### src/rtl/mem_bus_arbiter_pkg.sv
// Shared definitions for the CPU6 memory bus arbiter: bus widths, FSM states,
// owner codes and the request bundle latched on grant.
package mem_bus_arbiter_pkg;

  localparam int ADDR_W = 16;
  localparam int DATA_W = 8;
  localparam int WCNT_W = 4;

  typedef enum logic [1:0] {
    ST_IDLE   = 2'd0,
    ST_ACCESS = 2'd1,
    ST_DONE   = 2'd2
  } state_t;

  typedef enum logic [1:0] {
    OWN_NONE = 2'd0,
    OWN_CPU  = 2'd1,
    OWN_DMA  = 2'd2
  } owner_t;

  typedef struct packed {
    logic              we;
    logic [ADDR_W-1:0] addr;
    logic [DATA_W-1:0] wdata;
  } bus_req_t;

endpackage

### src/rtl/mem_bus_arbiter_bus_wait_counter.sv
// Loadable 4-bit down-counter that times the ACCESS phase. term is high when
// the count has reached zero, i.e. in the last cycle of the access.
module bus_wait_counter
  import mem_bus_arbiter_pkg::*;
(
  input  logic              clock,
  input  logic              reset,
  input  logic              load,
  input  logic              enable,
  input  logic [WCNT_W-1:0] load_val,
  output logic              term
);

  logic [WCNT_W-1:0] count;

  // Load has priority; counting stops at zero so term stays stable
  always_ff @(posedge clock or posedge reset) begin
    if (reset)                      count <= '0;
    else if (load)                  count <= load_val;
    else if (enable && count != '0) count <= count - 1'b1;
  end

  assign term = (count == '0);

endmodule

### src/rtl/mem_bus_arbiter.sv
// Arbitrates the external memory bus between the CPU6 microengine and the DMA
// channel. Each grant runs IDLE -> ACCESS (WAIT_STATES+1 cycles) -> DONE
// (turnaround + ack). DMA wins ties until it has taken DMA_MAX_BURST grants
// in a row against a waiting CPU. Every output comes straight from a flop.
module mem_bus_arbiter
  import mem_bus_arbiter_pkg::*;
#(
  parameter int WAIT_STATES   = 2,
  parameter int DMA_MAX_BURST = 4
) (
  input  logic              clock,
  input  logic              reset,
  input  logic              cpu_req,
  input  logic              cpu_we,
  input  logic [ADDR_W-1:0] cpu_addr,
  input  logic [DATA_W-1:0] cpu_wdata,
  output logic              cpu_ack,
  output logic [DATA_W-1:0] cpu_rdata,
  input  logic              dma_req,
  input  logic              dma_we,
  input  logic [ADDR_W-1:0] dma_addr,
  input  logic [DATA_W-1:0] dma_wdata,
  output logic              dma_ack,
  output logic [DATA_W-1:0] dma_rdata,
  output logic              mem_cs,
  output logic              mem_we,
  output logic              mem_oe,
  output logic [ADDR_W-1:0] mem_addr,
  output logic [DATA_W-1:0] mem_wdata,
  input  logic [DATA_W-1:0] mem_rdata,
  output logic [1:0]        bus_owner
);

  localparam logic [WCNT_W-1:0] WAIT_LOAD = WCNT_W'(WAIT_STATES);
  localparam logic [3:0]        BURST_MAX = 4'(DMA_MAX_BURST);

  state_t     state, state_nxt;
  owner_t     owner, owner_nxt;
  logic       grant_cpu, grant_dma, grant_any;
  logic [3:0] burst_cnt;
  logic       wc_term;
  logic       cs_nxt, we_nxt, oe_nxt, cpu_ack_nxt, dma_ack_nxt;
  bus_req_t   cpu_bus, dma_bus, sel_bus;

  assign cpu_bus   = {cpu_we, cpu_addr, cpu_wdata};
  assign dma_bus   = {dma_we, dma_addr, dma_wdata};
  assign sel_bus   = grant_cpu ? cpu_bus : dma_bus;
  assign grant_any = grant_cpu | grant_dma;
  assign bus_owner = owner;

  // Grant select: only in IDLE; DMA wins ties until its burst budget is spent
  always_comb begin
    grant_cpu = 1'b0;
    grant_dma = 1'b0;
    if (state == ST_IDLE) begin
      if (cpu_req && dma_req) begin
        if (burst_cnt == BURST_MAX) grant_cpu = 1'b1;
        else                        grant_dma = 1'b1;
      end else if (cpu_req) begin
        grant_cpu = 1'b1;
      end else if (dma_req) begin
        grant_dma = 1'b1;
      end
    end
  end

  bus_wait_counter u_wait (
    .clock    (clock),
    .reset    (reset),
    .load     (grant_any),
    .enable   (state == ST_ACCESS),
    .load_val (WAIT_LOAD),
    .term     (wc_term)
  );

  // FSM state register
  always_ff @(posedge clock or posedge reset) begin
    if (reset) state <= ST_IDLE;
    else       state <= state_nxt;
  end

  // FSM next state: DONE is the unconditional turnaround cycle
  always_comb begin
    state_nxt = state;
    unique case (state)
      ST_IDLE:   if (grant_any) state_nxt = ST_ACCESS;
      ST_ACCESS: if (wc_term)   state_nxt = ST_DONE;
      ST_DONE:   state_nxt = ST_IDLE;
      default:   state_nxt = ST_IDLE;
    endcase
  end

  // FSM outputs: next values for the registered bus strobes, owner and acks
  always_comb begin
    cs_nxt      = mem_cs;
    we_nxt      = mem_we;
    oe_nxt      = mem_oe;
    owner_nxt   = owner;
    cpu_ack_nxt = 1'b0;
    dma_ack_nxt = 1'b0;
    unique case (state)
      ST_IDLE: begin
        cs_nxt    = grant_any;
        we_nxt    = grant_any & sel_bus.we;
        oe_nxt    = grant_any & sel_bus.we;
        owner_nxt = grant_cpu ? OWN_CPU : (grant_dma ? OWN_DMA : OWN_NONE);
      end
      ST_ACCESS: begin
        if (wc_term) begin
          cs_nxt      = 1'b0;
          we_nxt      = 1'b0;
          oe_nxt      = 1'b0;
          cpu_ack_nxt = (owner == OWN_CPU);
          dma_ack_nxt = (owner == OWN_DMA);
        end
      end
      ST_DONE: begin
        cs_nxt    = 1'b0;
        we_nxt    = 1'b0;
        oe_nxt    = 1'b0;
        owner_nxt = OWN_NONE;
      end
      default: begin
        cs_nxt    = 1'b0;
        we_nxt    = 1'b0;
        oe_nxt    = 1'b0;
        owner_nxt = OWN_NONE;
      end
    endcase
  end

  // Output registers; address/data latch only on grant and hold afterwards
  always_ff @(posedge clock or posedge reset) begin
    if (reset) begin
      mem_cs    <= 1'b0;
      mem_we    <= 1'b0;
      mem_oe    <= 1'b0;
      owner     <= OWN_NONE;
      cpu_ack   <= 1'b0;
      dma_ack   <= 1'b0;
      mem_addr  <= '0;
      mem_wdata <= '0;
    end else begin
      mem_cs  <= cs_nxt;
      mem_we  <= we_nxt;
      mem_oe  <= oe_nxt;
      owner   <= owner_nxt;
      cpu_ack <= cpu_ack_nxt;
      dma_ack <= dma_ack_nxt;
      if (grant_any) begin
        mem_addr  <= sel_bus.addr;
        mem_wdata <= sel_bus.wdata;
      end
    end
  end

  // Read data capture on the last ACCESS edge, into the owner's register only
  always_ff @(posedge clock or posedge reset) begin
    if (reset) begin
      cpu_rdata <= '0;
      dma_rdata <= '0;
    end else if (state == ST_ACCESS && wc_term && !mem_we) begin
      if (owner == OWN_CPU) cpu_rdata <= mem_rdata;
      if (owner == OWN_DMA) dma_rdata <= mem_rdata;
    end
  end

  // DMA burst budget: counts DMA grants taken while the CPU was waiting
  always_ff @(posedge clock or posedge reset) begin
    if (reset)          burst_cnt <= '0;
    else if (grant_cpu) burst_cnt <= '0;
    else if (grant_dma) begin
      if (!cpu_req)                    burst_cnt <= '0;
      else if (burst_cnt != BURST_MAX) burst_cnt <= burst_cnt + 1'b1;
    end
  end

endmodule

### config.mk
export PLATFORM = sky130hd
export DESIGN_NAME = mem_bus_arbiter
export DESIGN_NICKNAME = d
export VERILOG_FILES = /design/src/rtl/mem_bus_arbiter_pkg.sv /design/src/rtl/mem_bus_arbiter_bus_wait_counter.sv /design/src/rtl/mem_bus_arbiter.sv
export SDC_FILE = /design/constraint.sdc
export NUM_CORES = 1
export LEC_CHECK = 0
export ABC_AREA = 1
export BUFFER_PORTS_ARGS = -buffer_cell sky130_fd_sc_hd__buf_2
export CAP_MARGIN = 20
export CORE_MARGIN = 2
export CORE_UTILIZATION = 51
export CTS_BUF_LIST = sky130_fd_sc_hd__clkbuf_8
export DETAILED_ROUTE_END_ITERATION = 8
export PLACE_DENSITY_LB_ADDON = 0.05
export SYNTH_ARGS = -nofsm -noshare
export SYNTH_HDL_FRONTEND = slang
export SYNTH_SLANG_ARGS = --single-unit
### constraint.sdc
create_clock -name clock -period 2.31 [get_ports clock]
set_input_delay 0.3465 -clock clock [delete_from_list [all_inputs] [get_ports clock]]
set_output_delay 0.3465 -clock clock [all_outputs]
set_load 0.03 [all_outputs]
* Word level (Yosys, flattened, before mapping) *
Cells that the tools add are included.

storage, ports and cells
  logic and storage cells = 67
  register bits = 56
  output and inout port bits = 47
  input bits = 62

operators by class
  equal/unequal tests = 8
  $add $sub $neg = 2
  reduce and logical (&&, ||, !) cells = 14
  multiplexer cells = 29
  bitwise operators = 2

operator list
  cell                   count
  $mux W25               1
  $mux W4                6
  $mux W1                14
  $mux W2                4
  $pmux W2 S2            2
  $reduce_and A2 Y1      4
  $add A4 B1 Y4 const B  1
  $eq A2 B1 Y1 const B   2
  $eq A4 B3 Y1 const B   1
  $logic_and A1 B1 Y1    4
  $logic_not A4 Y1       1
  $ne A2 B2 Y1 const B   2
  $ne A4 B3 Y1 const B   1
  $pmux W1 S2            2
  $reduce_bool A2 Y1     2
  $reduce_bool A4 Y1     1
  $sub A4 B1 Y4 const B  1
  $ne A3 B1 Y1 const B   1
  $eq A2 B2 Y1 const B   1
  $logic_not A2 Y1       1
  $and A1 B1 Y1          1
  $logic_not A1 Y1       1
  $or A1 B1 Y1           1

* Depth between registers and ports, before layout *
Gate-level depths: netlist of run 1.

  depth after elaboration = 7
  gate-level depth with buffers = 9
  gate-level depth less buffers = 8

* By module *
Synthesis of run 1 repeated with hierarchy kept, for this count alone.

unflattened totals
  cell total of the unflattened synthesis = 383
  area total of the unflattened synthesis = 2981.6 µm²

by module, submodules not included
  module            cells an instance  times used  seq. area each (µm²)  area an instance (µm²)
  mem_bus_arbiter   336                1           1301.2                2682.6
  bus_wait_counter  47                 1           100.1                 299.0

* Least setup slack after synthesis of run 1 *
Ideal clock, no wire load.

  path type = flip-flop to flip-flop
  from = register mem_oe (netlist name)
  to = register cpu_rdata[0]
  buffers on the path = 1
  period minus slack after synthesis = 1314 ps
  path slack = 996 ps
  stages on the path, launching flop included = 5
  library setup time = 118 ps
  required time = 2192 ps
  data arrival time = 1196 ps
  path through = dfrtp_1 > clkinv_1 > clkbuf_1 > nand3_1 > nand2_1

RTL lines
  item                  line                    RTL
  end signal, assigned  mem_bus_arbiter.sv:163  if (owner == OWN_CPU) cpu_rdata <= mem_rdata;
  end, declared         mem_bus_arbiter.sv:18   output logic [DATA_W-1:0] cpu_rdata,

* Worst setup path after layout of run 1 *
  from = register burst_cnt[0]
  to = register mem_wdata[6]

between the ends
  word-level cells in the longest chain between the ends = 5
  elaborated cells between the ends (all ways) = 9
  those cells by class = 1 x eq/ne; 7 x mux; 1 x bitwise

RTL lines
  item                                             line                                          RTL
  start, declared                                  mem_bus_arbiter.sv:40                         logic [3:0] burst_cnt;
  start signal, assigned                           mem_bus_arbiter.sv:174                        else if (burst_cnt != BURST_MAX) burst_cnt <= burst_cnt + 1'b1;
  $eq A4 B3 Y1 (*)                                 mem_bus_arbiter.sv:57                         if (burst_cnt == BURST_MAX) grant_cpu = 1'b1;
  $mux W1                                          mem_bus_arbiter.sv:57
  $mux W1                                          mem_bus_arbiter.sv:56                         if (cpu_req && dma_req) begin
  $mux W1                                          mem_bus_arbiter.sv:55                         if (state == ST_IDLE) begin
  $mux W25 / $or A1 B1 Y1 (equally long branches)  mem_bus_arbiter.sv:47, mem_bus_arbiter.sv:48
  end signal, assigned                             mem_bus_arbiter.sv:152                        mem_wdata <= sel_bus.wdata;
  end, declared                                    mem_bus_arbiter.sv:29                         output logic [DATA_W-1:0] mem_wdata,

Mark *: on every way between the ends. The rest lies on a longest branch, timed or not.
A chain may end at the register's enable or synchronous reset.

==> qor.yml, run 1 <==
final_layout:
  final_common_cell: "nand2_1"
  fillCellCount: 504
  layout_common_cells: "125 x nand2_1, 108 x buf_2, 71 x nand3_1"
  areaGrowthSynthToFinish_pct: 22.87
  fin_nets: 541
  layout-drive-gt1-share: 0.2836
  diodes: 0
synthesis:
  synth.largest_area_cell: "dfrtp_1"
  yosys.area_share.simple: 0.3398
  muxShareOfSynthArea: 0
  ys_warn_count: 0
  ys_seq_area_frac: 0.4861
  synth_compound_area_frac: 0.02083
  synthAdderAreaFrac: 0.01736
  synth_nets: 438
  netlist_area_um2: 2883
  ys_ff_latch: 56
  yosys.area_share.xor_xnor: 0.009115
  synth_top_family_by_area: "simple AND/OR/NAND/NOR gates"
  ys_top_cells_by_area: "dfrtp_1 49%, nand2_1 16%, nand3_1 12%"
  synthCells: 372
  yosysUniqueCellTypes: 24
  avgSynthCellArea_um2: 7.749
  synth_top_area_share: 0.4861
detailed_routing:
  drc: 0
  first_iter_violations: 83
  vias: 2601
  wl_mm: 6.307
  first_pass_iters: 4
  antenna_left: 0
  viasPerCell: 4.746
  wl_per_cell_um: 11.51
sta:
  hold_violations: 0
  min_period_over_period: 0.7214
  slew_viol_final: 0
  worst_slew_pin_slew_ns: 0.8810
  timing.fmax_mhz: 600.1
  worst_hold_slack_ns: 0.1159
  rsz0062_at_grt: "false"
  period_needed_ns: 1.666
  setup_tns_ns: 0
  setup_violations: 0
  fin_worst_skew_ns: 0.006645
  maxSlewHeadroom: 0.4120
global_route:
  grt-ovfl-total: 0
  antenna_found_initial: 0
  grt_use_total: 0.2158
  grt_max_degree: 31
  grt_pass1_vias: 2470
  grt_pass1_wl_mm: 10.83
power_and_ir_drop:
  powerDensity_nw_per_um2: 1380
  peakVddDrop_v: 0.0006397
  p_leak_uw: 0.002137
setup_path:
  required_ns: 2.55
  cp_slowest_cell: "dfrtp_1"
  r2r_slack_ns: 0.64
  crit_buf_inv: 1
  crit_path_end_kind: "flop"
  crit_arrival_ns: 1.91
  r2r-start: "burst_cnt[0]"
  regToRegEndpoint: "mem_wdata[6]"
  path_cells: "inv_1 > ha_1 > nand3_2 > nand2_4 > nand2_4 > nand2_1 > nand3_1 > nand2_1"
  crit_type: "reg -> reg"
  cpLargestDelayFamily: "simple AND/OR/NAND/NOR gates"
  worstSetupStartpointType: "flop"
  path_max_fanout: 27
  rr_worst_depth: 8
  max_stage_delay_ns: 0.40
placed_design:
  globalplace.congestion: 0.7869
  dp_hpwl_mm: 4.546
  portBuffers: 108
cts:
  insertion_delay_ns: 0.30
  root_buffer: "clkbuf_8"
  post_cts_buffers: 0
  clk_pin_slew_ns: 0.10
  clock_path_buffers: 2
  htree_num_levels: 2
  cts_hold_buf: 0
  cts_tree: "yes"
  cts_resized: 0
  cts_inserted_buffers: 5
  cts_sinks: 56
status:
  outcome: "completed"
floorplanning:
  initial_core_util: 0.5267
  fp.dieArea_um2: 6269
  ios: 109
  die_h_um: 79.18
  rows: 27
  dieWidth_um: 79.18
  coreArea_um2: 5473
run:
  maxCapViolations: 0
worst_hold_path:
  hold_path_class: "in -> async"
-- cells in the mapped netlist, drive strengths merged --
library cell and count:
dfrtp 56, nor2 12, clkinv 1, o22ai 1, xnor2 1, buf 12
xor2 2, inv 68, o21ai 10, nand3 75, nand2 128, clkbuf 2
ha 4
-- final cells by class --
| class | instances | area [um2] | share of cell area |
|---|---|---|---|
| Sequential cell | 56 | 1401 | 0.3956 |
| Clock inverter | 3 | 38.79 | 0.01095 |
| Inverter | 69 | 259.0 | 0.07312 |
| Multi-Input combinational cell | 233 | 1116 | 0.3151 |
| Clock buffer | 5 | 68.82 | 0.01943 |
| Timing Repair Buffer | 110 | 568.0 | 0.1604 |
| Tap cell | 72 | 90.09 | 0.02543 |
-- kinds of logic (layout without fill, tap and decap cells) --
group | count (synthesis) | in the layout
and+or+nand+nor | 215 | 215
AOI/OAI and AO/OA | 11 | 11
buffers and inverters | 83 | 187
adders and majority gates | 4 | 4
xor gates and xnor gates | 3 | 3
DFF | 56 | 56
-- where the power goes --
| part | internal (uW) | total [uW] | switching (uW) |
|---|---|---|---|
| Combinational | 723 | 2570 | 1840 |
| Clock | 318 | 627 | 309 |
| Sequential | 1430 | 1690 | 260 |
| Total | 2470 | 4890 | 2410 |
-- metrics by stage --
step | instances | utilization | setup WS (ns) | total power [uW] | cell area (um2)
CTS | 548 | 0.6472 | 0.6402 | 4933 | 3542
global route | 548 | 0.6472 | 0.4996 | 5273 | 3542
floorplan | 372 | - | 0.5922 | 3633 | 2883
global placement | 540 | 0.6276 | 0.7100 | 4232 | 3435
detailed placement | 540 | 0.6276 | 0.6670 | 4300 | 3435
finish | 548 | 0.6472 | 0.6436 | 4887 | 3542
-- registers in the layout, indices dropped and copies added (netlist names) --
| register | cells |
|---|---|
| burst_cnt | 4 |
| bus_owner | 2 |
| cpu_ack | 1 |
| cpu_rdata | 8 |
| dma_ack | 1 |
| dma_rdata | 8 |
| mem_addr | 16 |
| mem_cs | 1 |
| mem_oe | 1 |
| mem_wdata | 8 |
| state | 2 |
| u_wait.count | 4 |
-- worst reg2reg max path: cells and delay by family, from the launching register on --
family,cells,cell delay (ns)
buf+inv,1,0.09
simple gates,6,0.94
flops,1,0.40
fa+ha+maj,1,0.17
-- worst max-delay path by stage --
stage	startpoint	to	cells past startpoint	slack, ns
global route	burst_cnt[0]	mem_addr[5]	8	0.50
global placement	burst_cnt[0]	mem_wdata[7]	8	0.71
floorplan	reset	burst_cnt[0]	1	0.59
finish	burst_cnt[0]	mem_wdata[6]	8	0.64
CTS	burst_cnt[0]	mem_addr[8]	8	0.64
detailed placement	burst_cnt[0]	mem_addr[13]	8	0.67
-- layer usage --
metal / wire [um] / global-route usage / share of wire
met1: 2911 / 0.2754 / 0.46
met2: 2985 / 0.3805 / 0.47
met3: 353 / 0.03750 / 0.056
met4: 57 / 0.05345 / 0.0090
met5: 0 / 0 / 0
No activity file was read; power rests on OpenSTA's default activity.
==> run 2: changes to the inputs <==
--- a/config.mk
+++ b/config.mk
@@ -5,11 +5,11 @@
 export SDC_FILE = /design/constraint.sdc
 export NUM_CORES = 1
 export LEC_CHECK = 0
-export ABC_AREA = 1
+export ABC_AREA = 0
 export BUFFER_PORTS_ARGS = -buffer_cell sky130_fd_sc_hd__buf_2
 export CAP_MARGIN = 20
 export CORE_MARGIN = 2
-export CORE_UTILIZATION = 51
+export CORE_UTILIZATION = 45
 export CTS_BUF_LIST = sky130_fd_sc_hd__clkbuf_8
 export DETAILED_ROUTE_END_ITERATION = 8
 export PLACE_DENSITY_LB_ADDON = 0.05
==> constraint.sdc (replaced) <==
create_clock -name clock -period 1.4 [get_ports clock]
set_input_delay 0.21 -clock clock [delete_from_list [all_inputs] [get_ports clock]]
set_output_delay 0.21 -clock clock [all_outputs]
set_load 0.03 [all_outputs]
==> qor.yml, run 2 <==
synthesis:
  synth_edf_count: 0  # unchanged
  synth_common_cells: "56 x dfrtp_1, 24 x o21bai_1, 19 x o221a_1"
  synthCells: 206  # -45%
  yosys.cell_count.top_type: "dfrtp_1"
  synth_top_area_share: 0.5395  # +0.05339
  ys_ff_latch: 56  # unchanged
  netlist_area_um2: 2597  # -9.9%
  synthFlopType: "dfrtp_1"
  synth.largest_area_cell: "dfrtp_1"
  ys_seq_area_frac: 0.5395  # +0.05339
  synth_nets: 272  # -38%
  ys_warn_count: 0  # unchanged
  ys_top_cells_by_area: "dfrtp_1 54%, o221a_1 8.2%, mux2_1 6.9%"
  yosysUniqueCellTypes: 41  # +71%
  async_reset_ff_frac: 1.000  # unchanged
  avgSynthCellArea_um2: 12.61  # +63%
final_layout:
  largest_reg_flops: 16  # unchanged
  layout-drive-gt1-share: 0.5572  # +0.2736
  areaGrowthSynthToFinish_pct: 41.19
  fin_util: 0.6619  # +0.01469
  regMostFlops: "mem_addr"
  diodes: 0  # unchanged
  layout_common_cells: "108 x buf_2, 56 x dfrtp_1, 27 x buf_4"
  final_common_cell: "buf_2"
  fin_nets: 406  # -25%
global_route:
  antenna_found_initial: 0  # unchanged
  grt-ovfl-total: 0  # unchanged
  grt_pass1_wl_mm: 10.23  # -5.5%
  grt_max_degree: 34  # +9.7%
  grt_pass1_vias: 2159  # -13%
  grt_use_total: 0.2053  # -0.01047
run:
  maxCapViolations: 0  # unchanged
power_and_ir_drop:
  clkPwrFrac: 0.103  # -0.025
  peakVddDrop_v: 0.001427  # +120%
  swShare: 0.4369  # -0.05662
  p_leak_uw: 0.001782  # -17%
  internal-power_uw: 5017  # +100%
  powerDensity_nw_per_um2: 2430  # +76%
  power_frac_seq: 0.320  # -0.027
  p_sw_uw: 3893  # +61%
  p_comb_frac: 0.578  # +0.053
cts:
  insertion_delay_ns: 0.31  # about the same
  root_buffer: "clkbuf_8"
  cts_inserted_buffers: 5  # unchanged
  cts_sinks: 56  # unchanged
  cts_tree: "yes"
  htree_num_levels: 2  # unchanged
  clk_pin_slew_ns: 0.10  # about the same
  clock_path_buffers: 2  # unchanged
floorplanning:
  fp.dieArea_um2: 6396  # +2.0%
  ios: 109  # unchanged
  coreArea_um2: 5540  # +1.2%
  dieWidth_um: 79.98  # +1.0%
  rows: 27  # unchanged
  initial_core_util: 0.4688  # -0.05791
  die_h_um: 79.98  # +1.0%
detailed_routing:
  first_pass_iters: 4  # unchanged
  wl_per_cell_um: 15.51  # +35%
  first_iter_violations: 79  # -4.8%
  antenna_left: 0  # unchanged
  drc: 0  # unchanged
  vias: 2208  # -15%
  wl_mm: 6.406  # +1.6%
  viasPerCell: 5.346  # +13%
placed_design:
  portBuffers: 108  # unchanged
  globalplace.congestion: 0.7858  # -0.14%
  dp_hpwl_mm: 4.511  # -0.78%
status:
  violations: "negative setup slack"
  outcome: "complete, but fails checks"
setup_path:
  crit_type: "reg -> reg"
  rr_worst_depth: 7  # -1
  worstSetupStartpointType: "flop"
  crit_arrival_ns: 1.87  # -0.04 ns
  crit_path_end_kind: "flop"
  path_max_fanout: 4  # -85%
  required_ns: 1.65  # -0.90 ns
worst_hold_path:
  hold_depth: 2
  hold_path_class: "in -> reg"
sta:
  fin_worst_skew_ns: 0.01044  # +0.003799 ns
  rsz0062_at_grt: "true"
  maxSlewHeadroom: 0.6952  # +0.2832
  timing.fmax_mhz: 615.5  # +2.6%
  hold_violations: 0  # unchanged
  slew_viol_final: 0  # unchanged
  min_period_over_period: 1.161  # +0.4391
  worst_slew_pin_slew_ns: 0.4524  # -0.4286 ns
  setup_ws_ns: -0.2247  # -0.8683 ns
  period_needed_ns: 1.625  # -0.04172 ns
  setup_tns_ns: -4.741  # -4.741 ns
  setup_violations: 46  # +46
## run 2: cell types whose count changed after synthesis, moves of 5 or more
cell,change
nand2_1,-119
nand3_1,-64
inv_1,-54
o21bai_1,+24
o221a_1,+19
mux2_1,+16
buf_2,+8
buf_4,-6
nor2_1,-5
o221a_2,+5
## run 2: cell families after synthesis
group	after synthesis	synth area share
fa+ha+maj	4	0.01927
mux	18	0.07707
flops	56	0.5395
buf+inv	23	0.04046
simple gates	38	0.1060
compound gates	67	0.2177
## run 2: layout make-up
cell class	count	area [um2]
clock inverter	3	26.28
sequential	56	1401
tap	72	90.09
inverter	10	41.29
timing repair buffer	140	824.5
clock buffer	5	68.82
fill	459	1873
multi-input combinational	127	1215
## run 2: power groups by stage
stage	clock, uW	combinational [uW]	sequential, uW
6_report	916	5150	2850
5_1_grt	1010	5530	2940
4_1_cts	947	5080	2840
3_5_place_dp	0	4800	2830
3_3_place_gp	0	4730	2830
2_1_floorplan	0	1970	4050
## run 2: worst max-delay path: stages (launching register included)
cell     delay (ns)
dfrtp_1        0.39
inv_2          0.07
ha_4           0.16
nor3b_4        0.17
buf_4          0.14
buf_6          0.11
or4_1          0.41
a21oi_2        0.13
## run 2: repair_timing
| action | in CTS | in global routing |
|---|---|---|
| hold buffers | 1 | 0 |
| gates resized for setup | 20 | 7 |
| pin swaps | 3 | 2 |
| buffers inserted | 2 | 2 |
| endpoints found under the hold margin | 23 | 0 |
| endpoints found under the setup margin | 47 | 49 |
## run 2: final timing paths
| kind | startpoint | endpoint | slack (ns) |
|---|---|---|---|
| setup / recovery | u_wait.count[0] | u_wait.count[3] | -0.22 |
| hold / removal | mem_rdata[0] | cpu_rdata[0] | 0.14 |
| setup reg to reg | u_wait.count[0] | u_wait.count[3] | -0.22 |
| hold reg to reg | dma_rdata[6] | dma_rdata[6] | 0.51 |
| max in group asynchronous | reset | cpu_ack | 0.54 |
| min in group asynchronous | reset | mem_wdata[6] | 0.52 |
## run 2: metal layers
layer,track usage,part of all wire,vias to the layer above
met5,0,0,-
met4,0.04576,0.0048,0
met3,0.04751,0.069,4
met2,0.3375,0.48,88
met1,0.2764,0.44,1070
li1,-,-,1046
## run 2: stage by stage
stage                     total power (uW)  hold slack (ns)  cell area [um2]  instances  worst slack (ns)
after detailed placement              7638           0.3086             3432        400           -0.2165
after global routing                  9474           0.1237             3667        413           -0.2709
after global placement                7555           0.3036             3432        400           -0.1506
after floorplan                       6015           0.2905             2641        206           -0.1325
after CTS                             8867           0.1287             3627        411           -0.1965
final                                 8910           0.1364             3667        413           -0.2247
==> run 3: changes to the inputs <==
--- a/config.mk
+++ b/config.mk
@@ -9,10 +9,11 @@
 export BUFFER_PORTS_ARGS = -buffer_cell sky130_fd_sc_hd__buf_2
 export CAP_MARGIN = 20
 export CORE_MARGIN = 2
-export CORE_UTILIZATION = 45
+export CORE_UTILIZATION = 53
 export CTS_BUF_LIST = sky130_fd_sc_hd__clkbuf_8
 export DETAILED_ROUTE_END_ITERATION = 8
 export PLACE_DENSITY_LB_ADDON = 0.05
 export SYNTH_ARGS = -nofsm -noshare
 export SYNTH_HDL_FRONTEND = slang
 export SYNTH_SLANG_ARGS = --single-unit
+export TNS_END_PERCENT = 30
==> constraint.sdc (replaced) <==
create_clock -name clock -period 2 [get_ports clock]
set_input_delay 0.3 -clock clock [delete_from_list [all_inputs] [get_ports clock]]
set_output_delay 0.3 -clock clock [all_outputs]
set_load 0.03 [all_outputs]
==> qor.yml, run 3 (synthesis results as in run 2) <==
floorplanning:
  rows: 25  # -7.4%
  coreArea_um2: 4723  # -15%
  dieWidth_um: 74.01  # -7.5%
  fp.dieArea_um2: 5477  # -14%
  initial_core_util: 0.5499  # +0.08110
  ios: 109  # unchanged
  die_h_um: 74.01  # -7.5%
detailed_routing:
  wl_mm: 5.501  # -14%
  vias: 2070  # -6.3%
  viasPerCell: 5.405  # +1.1%
  drc: 0  # unchanged
  wl_per_cell_um: 14.36  # -7.4%
  antenna_left: 0  # unchanged
  first_iter_violations: 88  # +11%
  first_pass_iters: 4  # unchanged
cts:
  clock_path_buffers: 2  # unchanged
  post_cts_buffers: 0  # -2
  root_buffer: "clkbuf_8"
  cts_sinks: 56  # unchanged
  cts_tree: "yes"
  clk_pin_slew_ns: 0.10  # about the same
  cts_resized: 0  # -100%
  cts_inserted_buffers: 5  # unchanged
  htree_num_levels: 2  # unchanged
  insertion_delay_ns: 0.30  # about the same
setup_path:
  required_ns: 2.19  # +0.54 ns
  crit_arrival_ns: 1.89  # +0.02 ns
  crit_path_end_kind: "flop"
  path_max_fanout: 8  # +4
  worstSetupStartpointType: "flop"
  crit_type: "reg -> reg"
final_layout:
  layout-drive-gt1-share: 0.4272  # -0.1300
  fin_nets: 381  # -6.2%
  register_area_um2: 1401  # unchanged
  final_common_cell: "buf_2"
  areaGrowthSynthToFinish_pct: 27.55
  layout_common_cells: "108 x buf_2, 56 x dfrtp_1, 24 x o21bai_1"
  regMostFlops: "mem_addr"
  largest_reg_flops: 16  # unchanged
  fillCellCount: 363  # -21%
  diodes: 0  # unchanged
  multi_input_area_um2: 1091  # -10%
sta:
  worst_slew_pin_slew_ns: 0.4610  # +0.008559 ns
  setup_violations: 0  # -100%
  fin_worst_skew_ns: 0.005664  # -0.004780 ns
  rsz0062_at_grt: "false"
  slew_viol_final: 0  # unchanged
  maxSlewHeadroom: 0.6927  # -0.002519
  min_period_over_period: 0.8511  # -0.3094
  hold_violations: 0  # unchanged
  period_needed_ns: 1.702  # +0.07758 ns
  setup_tns_ns: 0  # +4.741 ns
  timing.fmax_mhz: 587.4  # -4.6%
global_route:
  grt-ovfl-total: 0  # unchanged
  grt_use_total: 0.2089  # +0.003639
  grt_max_degree: 37  # +8.8%
  grt_pass1_wl_mm: 8.763  # -14%
  antenna_found_initial: 0  # unchanged
  grt_pass1_vias: 1884  # -13%
power_and_ir_drop:
  power.total_uw: 5520  # -38%
  powerDensity_nw_per_um2: 1666  # -31%
  peakVddDrop_v: 0.0009141  # -36%
  p_leak_uw: 0.001564  # -12%
placed_design:
  dp_hpwl_mm: 3.977  # -12%
  globalplace.congestion: 0.8104  # +3.1%
  portBuffers: 108  # unchanged
run:
  maxCapViolations: 0  # unchanged
status:
  outcome: "completed"
worst_hold_path:
  hold_path_class: "in -> reg"
## run 3: changes by cell type in the layout (fill, tap and decap cells not counted), moves of 2 or more
cell / change
nor3b_2: -2
mux2_4: -16
inv_1: +5
clkinvlp_4: -3
inv_2: -4
mux2_1: +16
ha_4: -2
ha_1: +2
buf_12: -2
buf_4: -22
nor3b_1: +2
## run 3: final timing paths
check                      slack, ns            start  cells past startpoint           end
max in group asynchronous       0.92            reset                      4      state[1]
setup / recovery                0.30  u_wait.count[0]                      5  cpu_rdata[1]
hold reg to reg                 0.49     cpu_rdata[4]                      1  cpu_rdata[4]
setup reg to reg                0.30  u_wait.count[0]                      5  cpu_rdata[1]
min in group asynchronous       0.55            reset                      3  mem_addr[11]
hold / removal                  0.22     mem_rdata[0]                      2  cpu_rdata[0]
## run 3: per-layer routing
metal,vias to the layer above,wire [um],track usage
met5,-,0,0
met4,0,36,0.06061
met3,2,426,0.05962
met2,78,2470,0.3155
met1,994,2568,0.2971
li1,996,-,-
## run 3: layout make-up
class / instances / area share
Sequential cell: 56 / 0.4230
Multi-Input combinational cell: 127 / 0.3293
Timing Repair Buffer: 115 / 0.1835
Tap cell: 67 / 0.02530
Clock buffer: 5 / 0.02077
Inverter: 10 / 0.01133
Clock inverter: 3 / 0.006798
## run 3: power breakdown
group / total (uW) / internal [uW] / switching [uW] / leakage, uW
Combinational: 2910 / 1110 / 1800 / 0.000860
Sequential: 1990 / 1650 / 335 / 0.000656
Clock: 620 / 252 / 368 / 0.0000485
Total: 5520 / 3020 / 2500 / 0.00156
## run 3: stage by stage
stage	setup WS [ns]	instance area, um2	hold slack [ns]	util	cells
2_1_floorplan	0.3287	2597	0.4317	-	206
3_3_place_gp	0.3558	3212	0.3335	0.6800	374
3_5_place_dp	0.2951	3212	0.3338	0.6800	374
4_1_cts	0.2835	3313	0.2010	0.7015	383
5_1_grt	0.1772	3313	0.2031	0.7015	383
6_report	0.2977	3313	0.2161	0.7015	383
## run 3: worst max-delay path, stage by stage, from the launching register on
cell and delay [ns]:
dfrtp_1 0.39, inv_1 0.10, ha_1 0.17, nor3b_4 0.37, nand3_4 0.20, mux2_1 0.36
## run 3: repair_timing
action                                 4_1_cts  5_1_grt
hold buffers                                 1        0
endpoints found under the hold margin       20        0
setup endpoints to repair                    0        0
